### src/rtl/dmem_wait.sv
// dmem_wait: word-organised data memory with req/ready/rvalid handshake,
// WAIT programmable wait states, byte-lane write strobes and error flagging.
// Optional per-lane even parity is enabled by defining DMEM_PARITY_EN.
//
// Ports:
//   clk    - clock, rising edge
//   reset  - asynchronous active-low reset
//   req    - access request; accepted when ready = 1
//   we     - 1 = write, 0 = read (sampled on accept)
//   be     - byte-lane write enables (sampled on accept)
//   a      - byte address (sampled on accept)
//   wd     - write data (sampled on accept)
//   pinj   - parity inject: inverts the stored parity of written lanes
//   ready  - block is idle and can accept a request
//   rvalid - one-cycle response strobe
//   rd     - read data, qualified by rvalid
//   err    - misaligned or out-of-range access, qualified by rvalid
//   perr   - parity mismatch on a read, qualified by rvalid
module dmem_wait #(
  parameter int unsigned DATA_W = 32,
  parameter int unsigned ADDR_W = 32,
  parameter int unsigned DEPTH  = 64,
  parameter int unsigned WAIT   = 2
) (
  input  logic                clk,
  input  logic                reset,
  input  logic                req,
  input  logic                we,
  input  logic [DATA_W/8-1:0] be,
  input  logic [ADDR_W-1:0]   a,
  input  logic [DATA_W-1:0]   wd,
  input  logic                pinj,
  output logic                ready,
  output logic                rvalid,
  output logic [DATA_W-1:0]   rd,
  output logic                err,
  output logic                perr
);

  localparam int unsigned NB = DATA_W / 8;
  localparam int unsigned IW = $clog2(DEPTH);
  localparam int unsigned CW = 4;

  typedef enum logic [1:0] {
    S_IDLE  = 2'd0,
    S_WAITS = 2'd1,
    S_RESP  = 2'd2
  } state_t;

  state_t          state_q, state_d;
  logic [CW-1:0]   cnt_q, cnt_d;

  logic            cap_we_q;
  logic            cap_err_q;
  logic [NB-1:0]   cap_be_q;
  logic [IW-1:0]   cap_idx_q;
  logic [DATA_W-1:0] cap_wd_q;

  logic [DATA_W-1:0] mem_q [DEPTH];

  logic            accept_c;
  logic            in_err_c;
  logic [IW-1:0]   in_idx_c;
  logic            cur_we_c;
  logic            cur_err_c;
  logic [IW-1:0]   cur_idx_c;
  logic [DATA_W-1:0] rdata_c;
  logic            par_bad_c;

  logic            rvalid_d;
  logic [DATA_W-1:0] rd_d;
  logic            err_d;
  logic            perr_d;

  // Request decode; the address upper bits decide the range check so that
  // out-of-range accesses never alias onto low words.
  assign accept_c = (state_q == S_IDLE) && req;
  assign in_idx_c = a[2+IW-1:2];
  assign in_err_c = (a[1:0] != 2'b00) || ((a >> 2) >= ADDR_W'(DEPTH));

  // The response is prepared on the edge that enters RESP; with WAIT = 0
  // that edge is the accept edge itself, so use the live inputs then.
  assign cur_we_c  = (state_q == S_IDLE) ? we       : cap_we_q;
  assign cur_err_c = (state_q == S_IDLE) ? in_err_c : cap_err_q;
  assign cur_idx_c = (state_q == S_IDLE) ? in_idx_c : cap_idx_q;
  assign rdata_c   = mem_q[cur_idx_c];

  // Next-state and response logic.
  always_comb begin
    state_d  = state_q;
    cnt_d    = cnt_q;
    rvalid_d = 1'b0;
    rd_d     = '0;
    err_d    = 1'b0;
    perr_d   = 1'b0;

    case (state_q)
      S_IDLE: begin
        if (req) begin
          cnt_d   = '0;
          state_d = (WAIT == 0) ? S_RESP : S_WAITS;
        end
      end
      S_WAITS: begin
        cnt_d = cnt_q + CW'(1);
        if (cnt_q == CW'(WAIT - 1)) begin
          state_d = S_RESP;
        end
      end
      S_RESP: begin
        state_d = S_IDLE;
      end
      default: begin
        state_d = S_IDLE;
      end
    endcase

    if (state_d == S_RESP) begin
      rvalid_d = 1'b1;
      err_d    = cur_err_c;
      if (!cur_err_c && !cur_we_c) begin
        rd_d   = rdata_c;
        perr_d = par_bad_c;
      end
    end
  end

  // State, counter, request capture and registered outputs.
  always_ff @(posedge clk or negedge reset) begin
    if (!reset) begin
      state_q   <= S_IDLE;
      cnt_q     <= '0;
      cap_we_q  <= 1'b0;
      cap_err_q <= 1'b0;
      cap_be_q  <= '0;
      cap_idx_q <= '0;
      cap_wd_q  <= '0;
      ready     <= 1'b1;
      rvalid    <= 1'b0;
      rd        <= '0;
      err       <= 1'b0;
      perr      <= 1'b0;
    end else begin
      state_q <= state_d;
      cnt_q   <= cnt_d;
      if (accept_c) begin
        cap_we_q  <= we;
        cap_err_q <= in_err_c;
        cap_be_q  <= be;
        cap_idx_q <= in_idx_c;
        cap_wd_q  <= wd;
      end
      ready  <= (state_d == S_IDLE);
      rvalid <= rvalid_d;
      rd     <= rd_d;
      err    <= err_d;
      perr   <= perr_d;
    end
  end

  // Array write commits only on the edge leaving RESP; a reset clears the
  // state first, so an aborted access never reaches this point.
  always_ff @(posedge clk) begin
    if (state_q == S_RESP && cap_we_q && !cap_err_q) begin
      for (int unsigned i = 0; i < NB; i++) begin
        if (cap_be_q[i]) begin
          mem_q[cap_idx_q][8*i +: 8] <= cap_wd_q[8*i +: 8];
        end
      end
    end
  end

`ifdef DMEM_PARITY_EN
  logic          cap_pinj_q;
  logic [NB-1:0] par_q [DEPTH];

  always_ff @(posedge clk or negedge reset) begin
    if (!reset) begin
      cap_pinj_q <= 1'b0;
    end else if (accept_c) begin
      cap_pinj_q <= pinj;
    end
  end

  // Even parity per lane, optionally inverted by the inject hook.
  always_ff @(posedge clk) begin
    if (state_q == S_RESP && cap_we_q && !cap_err_q) begin
      for (int unsigned i = 0; i < NB; i++) begin
        if (cap_be_q[i]) begin
          par_q[cur_idx_c][i] <= (^cap_wd_q[8*i +: 8]) ^ cap_pinj_q;
        end
      end
    end
  end

  always_comb begin
    par_bad_c = 1'b0;
    for (int unsigned i = 0; i < NB; i++) begin
      if ((^rdata_c[8*i +: 8]) != par_q[cur_idx_c][i]) begin
        par_bad_c = 1'b1;
      end
    end
  end
`else
  logic unused_pinj;
  assign unused_pinj = pinj;
  assign par_bad_c   = 1'b0;
`endif

endmodule

### config.mk
export PLATFORM = sky130hd
export DESIGN_NAME = dmem_wait
export DESIGN_NICKNAME = d
export VERILOG_FILES = /design/src/rtl/dmem_wait.sv
export SDC_FILE = /design/constraint.sdc
export NUM_CORES = 2
export LEC_CHECK = 0
export CORE_ASPECT_RATIO = 1.75
export CORE_UTILIZATION = 25
export CTS_BUF_LIST = sky130_fd_sc_hd__clkbuf_16
export DETAILED_ROUTE_END_ITERATION = 12
export PLACE_DENSITY = 0.41
export SLEW_MARGIN = 40
export SYNTH_ARGS = -nofsm -noshare
export SYNTH_HDL_FRONTEND = slang
export SYNTH_SLANG_ARGS = --single-unit
### constraint.sdc
create_clock -name clk -period 2.4 [get_ports clk]
set_input_delay 0.48 -clock clk [delete_from_list [all_inputs] [get_ports clk]]
set_output_delay 0.48 -clock clk [all_outputs]
set_load 0.01 [all_outputs]
# After elaboration in Yosys (flattened, before gate mapping)
# Memory sizes are Yosys's and may differ from the RTL's.
# Cells that the tools add are included.
# op_classes
n_mux	24
magnitude_cmp	1
n_eq_ne	5
n_addsub	1
reduce_logical	13
# op_table
cell	count
$mux 32	2
$ge 30x7->1 const B	1
$mux 1	16
$pmux 4 s2	1
$mux 6	1
$add 4x1->4 const B	1
$eq 2x2->1 const B	2
$eq 4x1->1 const B	1
$logic_and 1x1->1	4
$logic_not 2->1	2
$mux 2	2
$mux 4	1
$pmux 2 s2	1
$reduce_bool 2->1	2
$logic_not 1->1	3
$eq 2x1->1 const B	1
$ne 2x2->1 const B	1
$reduce_and 2->1	1
$logic_or 1x1->1	1
# word_totals
wordCells	56
memories	1
regBits	85
out_inout_bits	36
ram_bits	2048
input_bits	73
# memory_table
memory	words	word_bits	read_ports	rd_clocked_by_memory_dff	wr	line_no	source
mem_q	64	32	1	0	1	59	logic [DATA_W-1:0] mem_q [DEPTH];

# Logic depth before layout (Yosys ltp)
# depth
ltp_word	7
depth_mapped	13
depth_no_buf	9

# Least setup slack after synthesis
# No wires, ideal clock.
# synth_timing
path_kind	input to register
startpoint	input a[3]
endpoint	register rd[19]
t_required_ns	2.269
setup_ns	0.131
stages	10
slack_ns	-0.277
arrival_ns	2.546
path_buffers	3
path_cell_list	clkbuf_2 > or3b_4 > nand2_2 > buf_2 > buf_2 > mux2i_1 > o22ai_1 > nor4_1 > nor2_1 > or3_1
# synth_via
elab_chain_cells	7
word_cells_on_any_way	9
classes_between	order compare (1); mux (4); reduce/logical (3); memory (1)
# synth_lines
item	line_no	source
from (decl)	30	input logic [ADDR_W-1:0] a,
$ge 30x7->1	79	assign in_err_c = (a[1:0] != 2'b00) || ((a >> 2) >= ADDR_W'(DEPTH));
$logic_or 1x1->1	79	
$mux 1	84	assign cur_err_c = (state_q == S_IDLE) ? in_err_c : cap_err_q;
$logic_not 1->1	121	if (!cur_err_c && !cur_we_c) begin
$logic_and 1x1->1	121	
$mux 32 *	121	
$mux 32 *	118	if (state_d == S_RESP) begin
named net rd_d[19]	71	logic [DATA_W-1:0] rd_d;
to (signal assigned)	155	rd <= rd_d;
to (decl)	35	output logic [DATA_W-1:0] rd,
# Mark *: on every way through the listed nets, which the timed path passes. The rest lies on a longest branch.
# A chain may end at the register's enable or synchronous reset.

# Worst setup path in the final report
# layout_timing
startpoint	register state_q[0]
endpoint	register rd[30]
# layout_via
elab_chain_cells	6
word_cells_on_any_way	15
classes_between	eq/ne (2); mux (8); reduce/logical (4); memory (1)
# layout_lines
item	line_no	source
from (decl)	50	state_t state_q, state_d;
from (signal assigned)	144	state_q <= state_d;
parallel branches: the longest is 5 deep, another holds $mem_v2 64x32	-	
$mux 32 *	118	
named net rd_d[30]	71	
# Mark *: on every way through the listed nets, which the timed path passes.

==> results.md <==
Floorplan:
- The core area is 332,000 µm².
- The floorplan has 280 rows.
- The I/O pin count is approximately 110.
- The die footprint is 337,000 µm².
- The die is 767 µm tall.
- The initial cell density of the core is approximately a quarter.
- The die boundary width is between 400 and 500 µm.

Finish:
- Leaving out fill and tap cells, the most frequent cells in the layout are edfxtp_1 (2,048), nand2_1 (1,695), buf_4 (767), nand3_1 (423), buf_12 (313).
- The area growth from synthesis to final layout is 32.8%.
- The final layout contains 7,333 nets.
- Of the cells placed in the final design, the portion with a size suffix greater than 1 is roughly 25%.
- The core occupancy in the finished layout is between 30 and 40%.
- Leaving out fill and tap cells, the most frequent cell in the layout is edfxtp_1.

Timing:
- The number of setup violations in the final report is about 1,100.
- After layout, the minimum clock period comes to 3.19 ns.
- The clock skew is ~0.053 ns.
- The summed negative setup slack over all endpoints is -74.75 ns.
- The minimum hold slack is about 0.087 ns.
- Measured against its own limit, the worst slew margin works out to about two fifths.
- The period utilization is 133%.
- Setup repair after global routing could not meet its margin everywhere.
- After layout, the worst setup slack is -0.789 ns.
- For the pin with the worst max-slew slack, the measured transition is around 0.89 ns.
- The final hold violation count is 0.
- Based on the critical path, the design can be clocked at up to between 300 and 400 MHz.
- The number of slew-limit violations in the final report is 0.

Global route:
- The all-layer global routing usage is around a fifth.
- The first global-routing pass estimated between 400 and 500 mm of wire.
- The number of antenna violations at the first check in global routing was 17.
- The largest net degree at the start of global routing is 66.
- The sum of overflow across all layers after global routing is 0.
- The number of global-route vias before repair is about 57,000.

Detailed routing:
- The first-pass detailed-route iteration total is 7.
- The routed layout has roughly 57,000 vias.
- The routed design has approximately 360 mm of wire.
- The final routed DRC violation total is 0.
- In the routed layout, each cell is associated on average with a via count of 4.82.
- The count of nets left with antenna violations after detail routing is 0.
- The starting DRC count in detailed routing is 4,832.
- After detailed routing, the average wire length per cell comes to between 30 and 40 µm.

Power:
- In this run the power density over the cells is approximately 1300 nW/µm².
- The leakage power total is roughly 0.038 µW.
- VDD sags by at most approximately 0.00065 V.
- The final total power is ~150,000 µW.

Clock tree:
- The longest clock path from root to sink contains 4 buffers.
- The tree built by TritonCTS fans out to between 2,000 and 2,500 sinks.
- For the worst-skew pair, the clock arrives at the later sink with an insertion delay of between 0.9 and 1 ns.
- After clock tree synthesis, the clock-pin slew on the worst setup and hold paths is ~0.07 ns.
- The CTS tree is built.
- The root buffer cell is clkbuf_16.
- Buffers inserted during clock tree synthesis total 201.
- The H-tree was split into 4 levels.

Critical path:
- The delay of the slowest cell on the worst path is 0.44 ns.
- The data arrival time of the critical path is around 4.0 ns.
- The slowest cell on the critical path is or3b_4.
- The maximum fanout along the worst path is 8.
- The critical path contains buffers and inverters numbering 3 combined.
- Among the stages of the critical path, the cell type that occurs most often is buf_12.
- The worst setup path category is reg -> reg.
- The nature of the critical path endpoint is a flip-flop.
- The data required time of the critical path is 3.17 ns.
- The kind of start point of the critical path is a flip-flop.
- Broken down by cell family, the worst path's largest delay share belongs to simple AND/OR/NAND/NOR gates.
- The critical path goes through buf_12 -> or3b_4 -> and2_4 -> buf_12 -> buf_6 -> mux4_2 -> a22oi_2 -> nand4_1 -> a211o_1.

Synthesis:
- The most used flip-flop cell after synthesis is edfxtp_1.
- For this run, the number of Yosys warnings is 0.
- The share of flip-flops with an asynchronous set or reset after synthesis is between 3 and 4%.
- When the netlist entered floorplanning its net count stood at 6,182.
- The number of storage elements in the synthesis netlist is around 2,100.
- Dividing the synthesized area by the synthesized cell count gives ~14 µm².
- The cell count after synthesis came out at 6,107.
- Of the synthesized area, sequential elements account for between 70% and 80%.
- The cell area that synthesis handed to floorplanning was around 84,000 µm².
- Counting flops with a built-in enable in the synthesized netlist gives 2,048.
- The count of distinct cell types in the synthesized netlist is 73.

Outcome:
- The run finished, with violations left.
- The final reports fail on negative setup slack.

Placed design:
- The HPWL after detailed placement is roughly 250 mm.
- The congestion estimate from routability-driven global placement came to between 0.9 and 1.
- The worst-case setup slack after placement is -1.58 ns.
- The number of port buffers is 106.

Min path:
- The path class of the lowest-slack min-delay path is in -> async.

Run:
- The max-cap violation count is 0.
==> cell usage after synthesis, types with 21 or more instances <==
master	number	area share [%]
mux2i_1	178	2.1
o221ai_1	23	0.24
dfrtp_1	84	2.5
buf_4	27	0.24
o21ai_0	31	0.19
o22ai_1	48	0.36
nand2_1	1736	7.8
or3_1	23	0.17
a41oi_1	21	0.22
a31oi_1	180	1.3
clkbuf_1	187	0.84
buf_1	29	0.13
buf_2	131	0.78
a21oi_1	187	1.1
mux4_2	28	0.75
edfxtp_1	2048	74
nor3_1	21	0.13
nand3_1	451	2.7
nand4_1	149	1.1
nor2_1	272	1.2
nor4_1	40	0.30
==> power by group <==
part	switching, µW	total [µW]	internal [µW]
Clock	14600	31800	17300
Combinational	40600	67100	26500
Sequential	1630	47900	46200
==> path summary, 6_finish.rpt <==
path / start / to / slack (ns) / cells past startpoint
min in group clk: be[0] / cap_be_q[0] / 0.11 / 3
max: state_q[0] / rd[30] / -0.79 / 9
max reg2reg: state_q[0] / rd[30] / -0.79 / 9
max in group asynchronous: reset / rd[27] / 1.59 / 3
min: reset / cap_wd_q[7] / 0.09 / 2
min reg2reg: cap_wd_q[21] / cap_wd_q[21] / 0.48 / 2
==> final cells by class <==
type	count	area (µm²)
Clock buffer	203	5080
Clock inverter	157	1220
Timing Repair Buffer	1328	15500
Fill cell	32400	222000
Sequential cell	2133	63700
Inverter	8	30.0
Tap cell	4371	5470
Multi-Input combinational cell	3586	20000
Antenna cell	1	2.50
==> routing by layer <==
| metal | wire, µm | GRT usage (%) |
|---|---|---|
| met3 | 13500 | 2.11 |
| met1 | 132000 | 22.8 |
| met5 | 13 | 0 |
| met4 | 25300 | 12.6 |
| met2 | 186000 | 37.2 |
==> through the flow <==
stage	instance area (µm²)	instances
final	111000	11800
after global routing	111000	11800
after CTS	109000	11700
after detailed placement	100000	11300
after global placement	100000	11300
after floorplan	84000	6107
==> sequential cells by signal, summed over array words and instances, names as in the netlist <==
signal,cells
cap_wd_q,32
mem_q,2048
cap_err_q,1
err,1
ready,1
rd,32
cap_we_q,1
cnt_q,4
state_q,2
cap_idx_q,6
rvalid,1
cap_be_q,4
==> worst register-to-register path: stages, from the launching register on <==
cell	delay, ns
dfrtp_1	0.40
buf_12	0.16
or3b_4	0.45
and2_4	0.28
buf_12	0.23
buf_6	0.12
mux4_2	0.43
a22oi_2	0.17
nand4_1	0.41
a211o_1	0.41
==> logic make-up (layout without fill, tap and decap cells) <==
kind of cell,Yosys count,after routing,synth area share [%]
flip-flops,2133,2133,76.2
multiplexers,212,212,2.97
buffers and inverters,388,1696,2.11
AND/OR/NAND/NOR,2763,2763,14.0
AO/OA/AOI/OAI,608,608,4.70
adder cells (fa/ha/maj),2,2,0.0299
other,1,2,0.00449
==> timing repair <==
action | CTS | global route
pin swaps | 64 | 126
hold buffers | 1 | 0
gates resized for setup | 260 | 247
cloned | 15 | 13
setup endpoints to repair | 296 | 2092
endpoints found under the hold margin | 84 | 0
setup buffers | 83 | 74
(Power assumes the default switching activity.)
